===== src/rtl/midi_byte_receiver.sv =====
// MIDI 8N1 serial-to-byte receiver with valid/ready output, framing-error and
// overrun pulses, and a busy flag for merge arbitration.
//
//   state     | meaning
//   ----------+---------------------------------------------------------
//   WAIT_IDLE | after reset or framing error; wait for a real idle-high line
//   IDLE      | line idle; a low rx_s starts a frame
//   START     | timing to mid start bit; high there means a glitch
//   DATA      | sampling 8 data bits, LSB first, one per bit period
//   STOP      | sampling the stop bit; deliver byte or flag framing error
module midi_byte_receiver #(
   parameter int CLKS_PER_BIT = 32
) (
   input  logic       clk,
   input  logic       rst,
   input  logic       midi_rx,
   output logic [7:0] rx_data,
   output logic       rx_valid,
   input  logic       rx_ready,
   output logic       rx_frame_err,
   output logic       rx_overrun,
   output logic       rx_busy
);

   localparam int HALF = CLKS_PER_BIT / 2;
   localparam int CW   = $clog2(CLKS_PER_BIT);
   localparam logic [CW-1:0] HALF_TC = CW'(HALF - 1);
   localparam logic [CW-1:0] BIT_TC  = CW'(CLKS_PER_BIT - 1);

   typedef enum logic [2:0] {WAIT_IDLE, IDLE, START, DATA, STOP} state_t;

   state_t        state, state_nxt;
   logic          rx_m, rx_s;
   logic [1:0]    sync_vld;
   logic [CW-1:0] cnt, cnt_nxt;
   logic [2:0]    idx, idx_nxt;
   logic [7:0]    shreg, shreg_nxt;
   logic          stop_ok, stop_bad;

   // sync_vld marks when rx_s reflects the real line rather than the reset
   // value, so a line held low across reset is never mistaken for idle.
   always_ff @(posedge clk) begin
      if (rst) begin
         rx_m     <= 1'b1;
         rx_s     <= 1'b1;
         sync_vld <= 2'b00;
      end else begin
         rx_m     <= midi_rx;
         rx_s     <= rx_m;
         sync_vld <= {sync_vld[0], 1'b1};
      end
   end

   always_ff @(posedge clk) begin
      if (rst) begin
         state <= WAIT_IDLE;
         cnt   <= '0;
         idx   <= 3'd0;
         shreg <= 8'h00;
      end else begin
         state <= state_nxt;
         cnt   <= cnt_nxt;
         idx   <= idx_nxt;
         shreg <= shreg_nxt;
      end
   end

   always_comb begin
      state_nxt = state;
      cnt_nxt   = cnt + CW'(1);
      idx_nxt   = idx;
      shreg_nxt = shreg;
      stop_ok   = 1'b0;
      stop_bad  = 1'b0;
      case (state)
         WAIT_IDLE: begin
            cnt_nxt = '0;
            if (sync_vld[1] && rx_s) state_nxt = IDLE;
         end
         IDLE: begin
            cnt_nxt = '0;
            if (!rx_s) state_nxt = START;
         end
         START: begin
            if (cnt == HALF_TC) begin
               cnt_nxt = '0;
               if (rx_s) begin
                  state_nxt = IDLE;
               end else begin
                  state_nxt = DATA;
                  idx_nxt   = 3'd0;
               end
            end
         end
         DATA: begin
            if (cnt == BIT_TC) begin
               cnt_nxt        = '0;
               shreg_nxt[idx] = rx_s;
               if (idx == 3'd7) state_nxt = STOP;
               else             idx_nxt   = idx + 3'd1;
            end
         end
         STOP: begin
            if (cnt == BIT_TC) begin
               cnt_nxt = '0;
               if (rx_s) begin
                  stop_ok   = 1'b1;
                  state_nxt = IDLE;
               end else begin
                  stop_bad  = 1'b1;
                  state_nxt = WAIT_IDLE;
               end
            end
         end
         default: state_nxt = WAIT_IDLE;
      endcase
   end

   // A byte may land in the same cycle the previous one is consumed.
   always_ff @(posedge clk) begin
      if (rst) begin
         rx_data      <= 8'h00;
         rx_valid     <= 1'b0;
         rx_frame_err <= 1'b0;
         rx_overrun   <= 1'b0;
      end else begin
         rx_frame_err <= stop_bad;
         rx_overrun   <= 1'b0;
         if (stop_ok) begin
            if (!rx_valid || rx_ready) begin
               rx_data  <= shreg;
               rx_valid <= 1'b1;
            end else begin
               rx_overrun <= 1'b1;
            end
         end else if (rx_valid && rx_ready) begin
            rx_valid <= 1'b0;
         end
      end
   end

   assign rx_busy = (state == START) || (state == DATA) || (state == STOP);

endmodule


===== config.mk =====
export PLATFORM = sky130hd
export DESIGN_NAME = midi_byte_receiver
export DESIGN_NICKNAME = d
export VERILOG_FILES = /design/src/rtl/midi_byte_receiver.sv
export SDC_FILE = /design/constraint.sdc
export NUM_CORES = 1
export LEC_CHECK = 0
export BUFFER_PORTS_ARGS = -buffer_cell sky130_fd_sc_hd__buf_2
export CORE_MARGIN = 2
export CORE_UTILIZATION = 45
export DETAILED_ROUTE_END_ITERATION = 7
export PLACE_DENSITY = 0.63
export SYNTH_ARGS = -nofsm -noshare
export SYNTH_HDL_FRONTEND = slang
export SYNTH_SLANG_ARGS = --single-unit
export TNS_END_PERCENT = 20

===== constraint.sdc =====
create_clock -name clk -period 1.4 [get_ports clk]
set_input_delay 0.14 -clock clk [delete_from_list [all_inputs] [get_ports clk]]
set_output_delay 0.14 -clock clk [all_outputs]
set_load 0.02 [all_outputs]

==> results of run 1 <==
layout make-up:
type	count	area, sq um
Fill cell	295	1240
Sequential cell	34	694
Inverter	2	7.51
Multi-Input combinational cell	117	950
Clock inverter	2	12.5
Timing Repair Buffer	45	324
Clock buffer	6	51.3
Tap cell	46	57.6
timing repair:
| item | in CTS | in global routing |
|---|---|---|
| hold buffers | 1 | 0 |
| resized for setup | 26 | 10 |
| hold endpoints to repair | 1 | 0 |
| setup buffers | 4 | 1 |
| pin swaps | 11 | 10 |
| endpoints found under the setup margin | 27 | 24 |
power breakdown:
part / switching (mW) / total (mW) / internal (mW)
registers: 0.0284 / 1.02 / 0.994
clock network: 0.333 / 0.574 / 0.241
logic: 0.198 / 0.398 / 0.200
logic make-up after synthesis:
logic type,share of synthesized area (%)
adders and majority gates,3.20
AOI/OAI and AO/OA,8.88
muxes,11.5
and+or+nand+nor,27.5
DFF,43.5
xor gates and xnor gates,1.12
buffers and inverters,4.24
cells in the final DEF, fill, tap and decap left out, drive strengths merged, types with 5 or more instances in the layout:
cell / synthesis / final
a21oi: 5 / 5
buf: 5 / 44
clkbuf: 6 / 6
dfxtp: 34 / 34
mux2i: 18 / 18
nand2: 9 / 9
nand2b: 6 / 6
nand3: 10 / 10
nand4: 6 / 6
nor2: 21 / 21
final timing paths:
kind / startpoint / cells past startpoint / end
max: idx[1] / 7 / idx[2]
min: rst / 2 / sync_vld[1]
min reg2reg: rx_m / 1 / rx_s
max reg2reg: idx[1] / 7 / idx[2]
routing by layer:
metal / part of all wire, % / up-vias
met4: 0.91 / 0
met3: 3.6 / 4
met5: 0 / -
met1: 45 / 609
met2: 50 / 19
li1: - / 654
critical path: cells and delay by family, from the launching register on:
family / cells / cell delay, ps
AOI/OAI and AO/OA: 2 / 490
adders and majority gates: 2 / 310
buffers and inverters: 1 / 180
DFF: 1 / 360
and+or+nand+nor: 2 / 290
through the flow:
step / cell area [sq um] / TNS, ps / hold WS [ps] / instances
global route: 2100 / -2550 / 37.0 / 252
detailed placement: 1850 / -1520 / 328 / 238
finish: 2100 / -1370 / 54.9 / 252
global placement: 1850 / -602 / 326 / 238
floorplan: 1600 / -425 / 244 / 164
CTS: 2040 / -1320 / 36.2 / 251
registers in the layout (all words and copies together) (netlist names):
signal and cells:
shreg 8, sync_vld 2, rx_overrun 1, rx_m 1, rx_data 8, rx_valid 1
rx_s 1, rx_frame_err 1, cnt 5, idx 3, state 3
==> out/results.ini, run 1 <==
[finish]
area_delta_synth_final_pct = 34.1
antennaDiodeCount = 0
nets = 213
final_core_util_pct = 62.8
drive_gt1_share_pct = 43.2

[logic_synthesis]
syn_nets = 172
ys_seq_area_share_pct = 43.5
ys_warn_count = 0
synth_seq_cells = 34
netlist_area_sq_um = 1560
synth_cell_type_count = 42
synth_most_common_cell = dfxtp_1
yosysTopAreaCellShare_pct = 43.5
synthTopCellsByCount = 34 x dfxtp_1, 21 x nor2_1, 18 x mux2i_1, 10 x nand3_1, 9 x nand2_1
postSynthCellCount = 164
syn_avg_cell_area_sq_um = 9.54
ys.flop_type = dfxtp_1
synth_async_sr_flop_share_pct = 0
yosys-top-cells-area = dfxtp_1 44%, mux2i_1 12%, nor2_1 5.0%, ha_1 3.2%, nand3_1 3.2%
synth_top_area_cell = dfxtp_1
synth_edf_count = 0

[cts]
tritoncts = yes
htree_num_levels = 2
clkSinkCount = 34
clk_latency_ps = 340
cts_buffers = 5
root_buffer = clkbuf_4
cts_buffer_depth = 2
clk_pin_slew_worst_paths_ps = 110

[grt]
grt_pass1_vias = 1299
grt_max_degree = 14
grt_antenna_before_repair = 0
busiest_layer = met2
grt_pass1_wl_microns = 6040
gr-usage-met1_pct = 23.3
grt_remaining_overflow = 0
use_met2_pct = 32.3
grt_util_met3_pct = 7.21
grtUsageTotal_pct = 19.6

[run_status]
violations = setup timing
status = finished with violations

[floorplan]
dieArea_sq_um = 3960
die_w_microns = 63.0
coreArea_sq_um = 3340
die_y_microns = 63.0
start_util_pct = 46.9
ios = 16
rows = 21

[timing]
worst_clock_skew_ps = 11.8
rsz0062_at_grt = yes
worst_slack_ps = -280
setup_viol = 18
timing.final.crit_period_ps = 1680
post-route-period-util_pct = 120
final_hold_viol_count = 0
slew_viol_final = 0
slew-limit-headroom_pct = 79.7
worst_pin_slew_ps = 304
max_freq_mhz = 595

[placed_design]
dpl_worst_slack_ps = -169
routabilityCongestion = 0.807
hpwl_microns = 2410
portBuffers = 15

[worst_setup_path]
cp-start-kind = flop
crit_path_end_kind = flop
cp_max_fo = 4
cp_slowest_cell = dfxtp_4
worst_ep_arrival_time_ps = 1950
crit_chain = ha_4, ha_4, nand3b_1, a211oi_4, buf_4, nand3_1, a21oi_2
required_ps = 1670
worstSetupPathType = flop to flop
rrSetupSlack_ps = -280
crit_top_cell = ha_4
cpPeakStageDelay_ps = 360

[routing]
ant_nets = 0
wl_microns = 3540
drc_errors = 0
drt_iter0_markers = 82
drt_pass1_iterations = 4
wl_per_cell_microns = 14.0
vias_per_cell = 5.10
vias = 1286

[power]
power_density_nw_per_um2 = 951
ir_drop_v = 0.000502
power.total_mw = 1.99
leakage_nw = 0.916

[flow_run]
maxCapViolations = 0

[min_path]
hold_path.class = input pin to flop

No activity file was read; power rests on OpenSTA's default activity.
==> run 2: changes to the inputs <==
--- a/config.mk
+++ b/config.mk
@@ -8,8 +8,10 @@
 export BUFFER_PORTS_ARGS = -buffer_cell sky130_fd_sc_hd__buf_2
 export CORE_MARGIN = 2
 export CORE_UTILIZATION = 45
+export CTS_BUF_LIST = sky130_fd_sc_hd__clkbuf_4 sky130_fd_sc_hd__clkbuf_8 sky130_fd_sc_hd__clkbuf_16
 export DETAILED_ROUTE_END_ITERATION = 7
 export PLACE_DENSITY = 0.63
+export SKIP_CTS_REPAIR_TIMING = 1
 export SYNTH_ARGS = -nofsm -noshare
 export SYNTH_HDL_FRONTEND = slang
 export SYNTH_SLANG_ARGS = --single-unit
==> run 2 against run 1 <==
First-iteration DRC count is 29% lower. Critical endpoint is now rx_busy. Highest routed layer unchanged. Clock skew is 2.8 ps higher. Combinational power is 11% lower. Largest power group unchanged. Critical path depth is 2 lower. Clock power hardly changed. The flow still finishes with violations (setup timing). Wire length is 5.1% lower. Largest cell class unchanged.
==> out/results.ini, run 2 (synthesis gave the netlist of run 1 again) <==
[run_status]
status = finished with violations  ; unchanged
violations = setup timing  ; unchanged

[placed_design]
routabilityCongestion = 0.807  ; unchanged
hpwl_microns = 2410  ; unchanged
dpl_worst_slack_ps = -169  ; unchanged
dpl_cell_area_sq_um = 1850  ; unchanged
portBuffers = 15  ; unchanged
dp_cells = 238  ; unchanged

[timing]
final_hold_viol_count = 0  ; unchanged
post-route-period-util_pct = 116  ; was 120%
fin_setup_tns_ps = -946  ; was -1370 ps
worst_slack_ps = -225  ; was -280 ps
rsz0062_at_grt = yes  ; unchanged
worst_pin_slew_ps = 368  ; was 304 ps
slew_viol_final = 0  ; unchanged
setup_viol = 10  ; was 18
holdWs_ps = 39.4  ; was 54.9 ps
worst_clock_skew_ps = 14.7  ; was 11.8 ps
timing.final.crit_period_ps = 1630  ; was 1680 ps
max_freq_mhz = 615  ; was 595 MHz
slew-limit-headroom_pct = 75.4  ; was 79.7%

[worst_setup_path]
crit_path_end_kind = output port  ; was flop
worst_ep_arrival_time_ps = 1490  ; was 1950 ps
cp-start-kind = flop  ; unchanged
worstSetupPathType = flop to output port  ; was flop to flop
required_ps = 1260  ; was 1670 ps
cp_max_fo = 6  ; was 4

[finish]
multiInputGateArea_sq_um = 911  ; was 950 sq um
antennaDiodeCount = 0  ; unchanged
area_delta_synth_final_pct = 31.8  ; was 34.1%
largest_registers = rx_data (8), shreg (8), cnt (5)  ; unchanged
fillers = 302  ; was 295
nets = 213  ; unchanged
final_cells = 252  ; unchanged
drive_gt1_share_pct = 40.3  ; was 43.2%
final_common_cell = dfxtp_1  ; unchanged
final_cell_mix = 27 x dfxtp_1, 24 x buf_4, 20 x nor2_1  ; was 27 x dfxtp_1, 25 x buf_4, 20 x nor2_1
fin_area_sq_um = 2060  ; was 2100 sq um
seq_area_sq_um = 694  ; unchanged

[floorplan]
die_y_microns = 63.0  ; unchanged
coreArea_sq_um = 3340  ; unchanged
dieArea_sq_um = 3960  ; unchanged
die_w_microns = 63.0  ; unchanged
rows = 21  ; unchanged
start_util_pct = 46.9  ; unchanged
ios = 16  ; unchanged

[grt]
grt_antenna_before_repair = 0  ; unchanged
grt_pass1_wl_microns = 5660  ; was 6040 microns
grt_max_degree = 14  ; unchanged
grt_pass1_vias = 1230  ; was 1299
grt_remaining_overflow = 0  ; unchanged
grtUsageTotal_pct = 18.4  ; was 19.6%

[routing]
wl_met3_microns = 142  ; was 128 microns
ant_nets = 0  ; unchanged
wl_microns = 3350  ; was 3540 microns
met1_length_microns = 1580  ; was 1590 microns
wl_per_cell_microns = 13.3  ; was 14.0 microns
vias = 1273  ; was 1286
drt_iter0_markers = 58  ; was 82
drt_pass1_iterations = 6  ; was 4
vias_per_cell = 5.05  ; was 5.10
drc_errors = 0  ; unchanged
dr_wl_met2_microns = 1600  ; was 1780 microns
highest_layer = met4  ; unchanged

[cts]
cts_buffers = 5  ; unchanged
clk_latency_ps = 340  ; about the same
clk_pin_slew_worst_paths_ps = 110  ; about the same
htree_num_levels = 2  ; unchanged
cts_buffer_depth = 2  ; unchanged
root_buffer = clkbuf_4  ; unchanged
clkSinkCount = 34  ; unchanged
tritoncts = yes  ; unchanged

[power]
p_switching_mw = 0.535  ; was 0.559 mW
seqPwrFrac_pct = 52.4  ; was 51.3%
power_frac_comb_pct = 18.1  ; was 20.0%
clkPwrFrac_pct = 29.5  ; was 28.8%
p_int_mw = 1.41  ; was 1.44 mW
ir_drop_v = 0.000510  ; was 0.000502 V
swShare_pct = 27.4  ; was 28.0%
power_density_nw_per_um2 = 946  ; was 951 nW/um^2
leakage_nw = 0.908  ; was 0.916 nW

[min_path]
hold_path.class = input pin to flop  ; unchanged

[flow_run]
maxCapViolations = 0  ; unchanged

==> run 2: power by group through the flow <==
stage | clock, mW | combinational [mW] | sequential, mW
5_1_grt | 0.658 | 0.387 | 1.03
6_report | 0.576 | 0.353 | 1.02
3_5_place_dp | 0 | 0.287 | 1.04
2_1_floorplan | 0 | 0.214 | 1.02
3_3_place_gp | 0 | 0.277 | 1.04
4_1_cts | 0.592 | 0.287 | 1.02
==> run 2: final timing paths <==
path | end | cells past startpoint | startpoint | slack (ps)
worst min register to register | rx_s | 1 | rx_m | 420
worst max-delay path | rx_busy | 5 | state[0] | -230
worst min-delay path | sync_vld[1] | 2 | rst | 40
worst max register to register | idx[1] | 6 | state[0] | -180
==> run 2: routing by layer <==
| metal | up-vias | global-route usage (%) |
|---|---|---|
| met5 | - | 0 |
| met4 | 0 | 6.39 |
| met3 | 4 | 7.39 |
| met2 | 26 | 29.4 |
| met1 | 589 | 22.5 |
| li1 | 654 | - |
==> run 2: layout make-up <==
class                   count  area share, %
multi-input cells         117           44.2
clock buffers               6           2.49
inverters                   2          0.364
clock inverters             2          0.607
flip-flops and latches     34           33.7
repair buffers             45           15.9
well taps                  46           2.79
==> run 2: per-stage QoR <==
step | total power, mW | utilization (%)
6_report | 1.95 | 61.8
5_1_grt | 2.07 | 61.8
4_1_cts | 1.90 | 57.3
3_5_place_dp | 1.33 | 55.4
3_3_place_gp | 1.32 | 55.4
2_1_floorplan | 1.23 | -
==> run 2: worst max-delay path, cell delays in order (launching register included) <==
cell and delay, ps:
dfxtp_4 360, buf_6 130, or3b_4 380, buf_6 130, nand2_2 50, buf_6 110
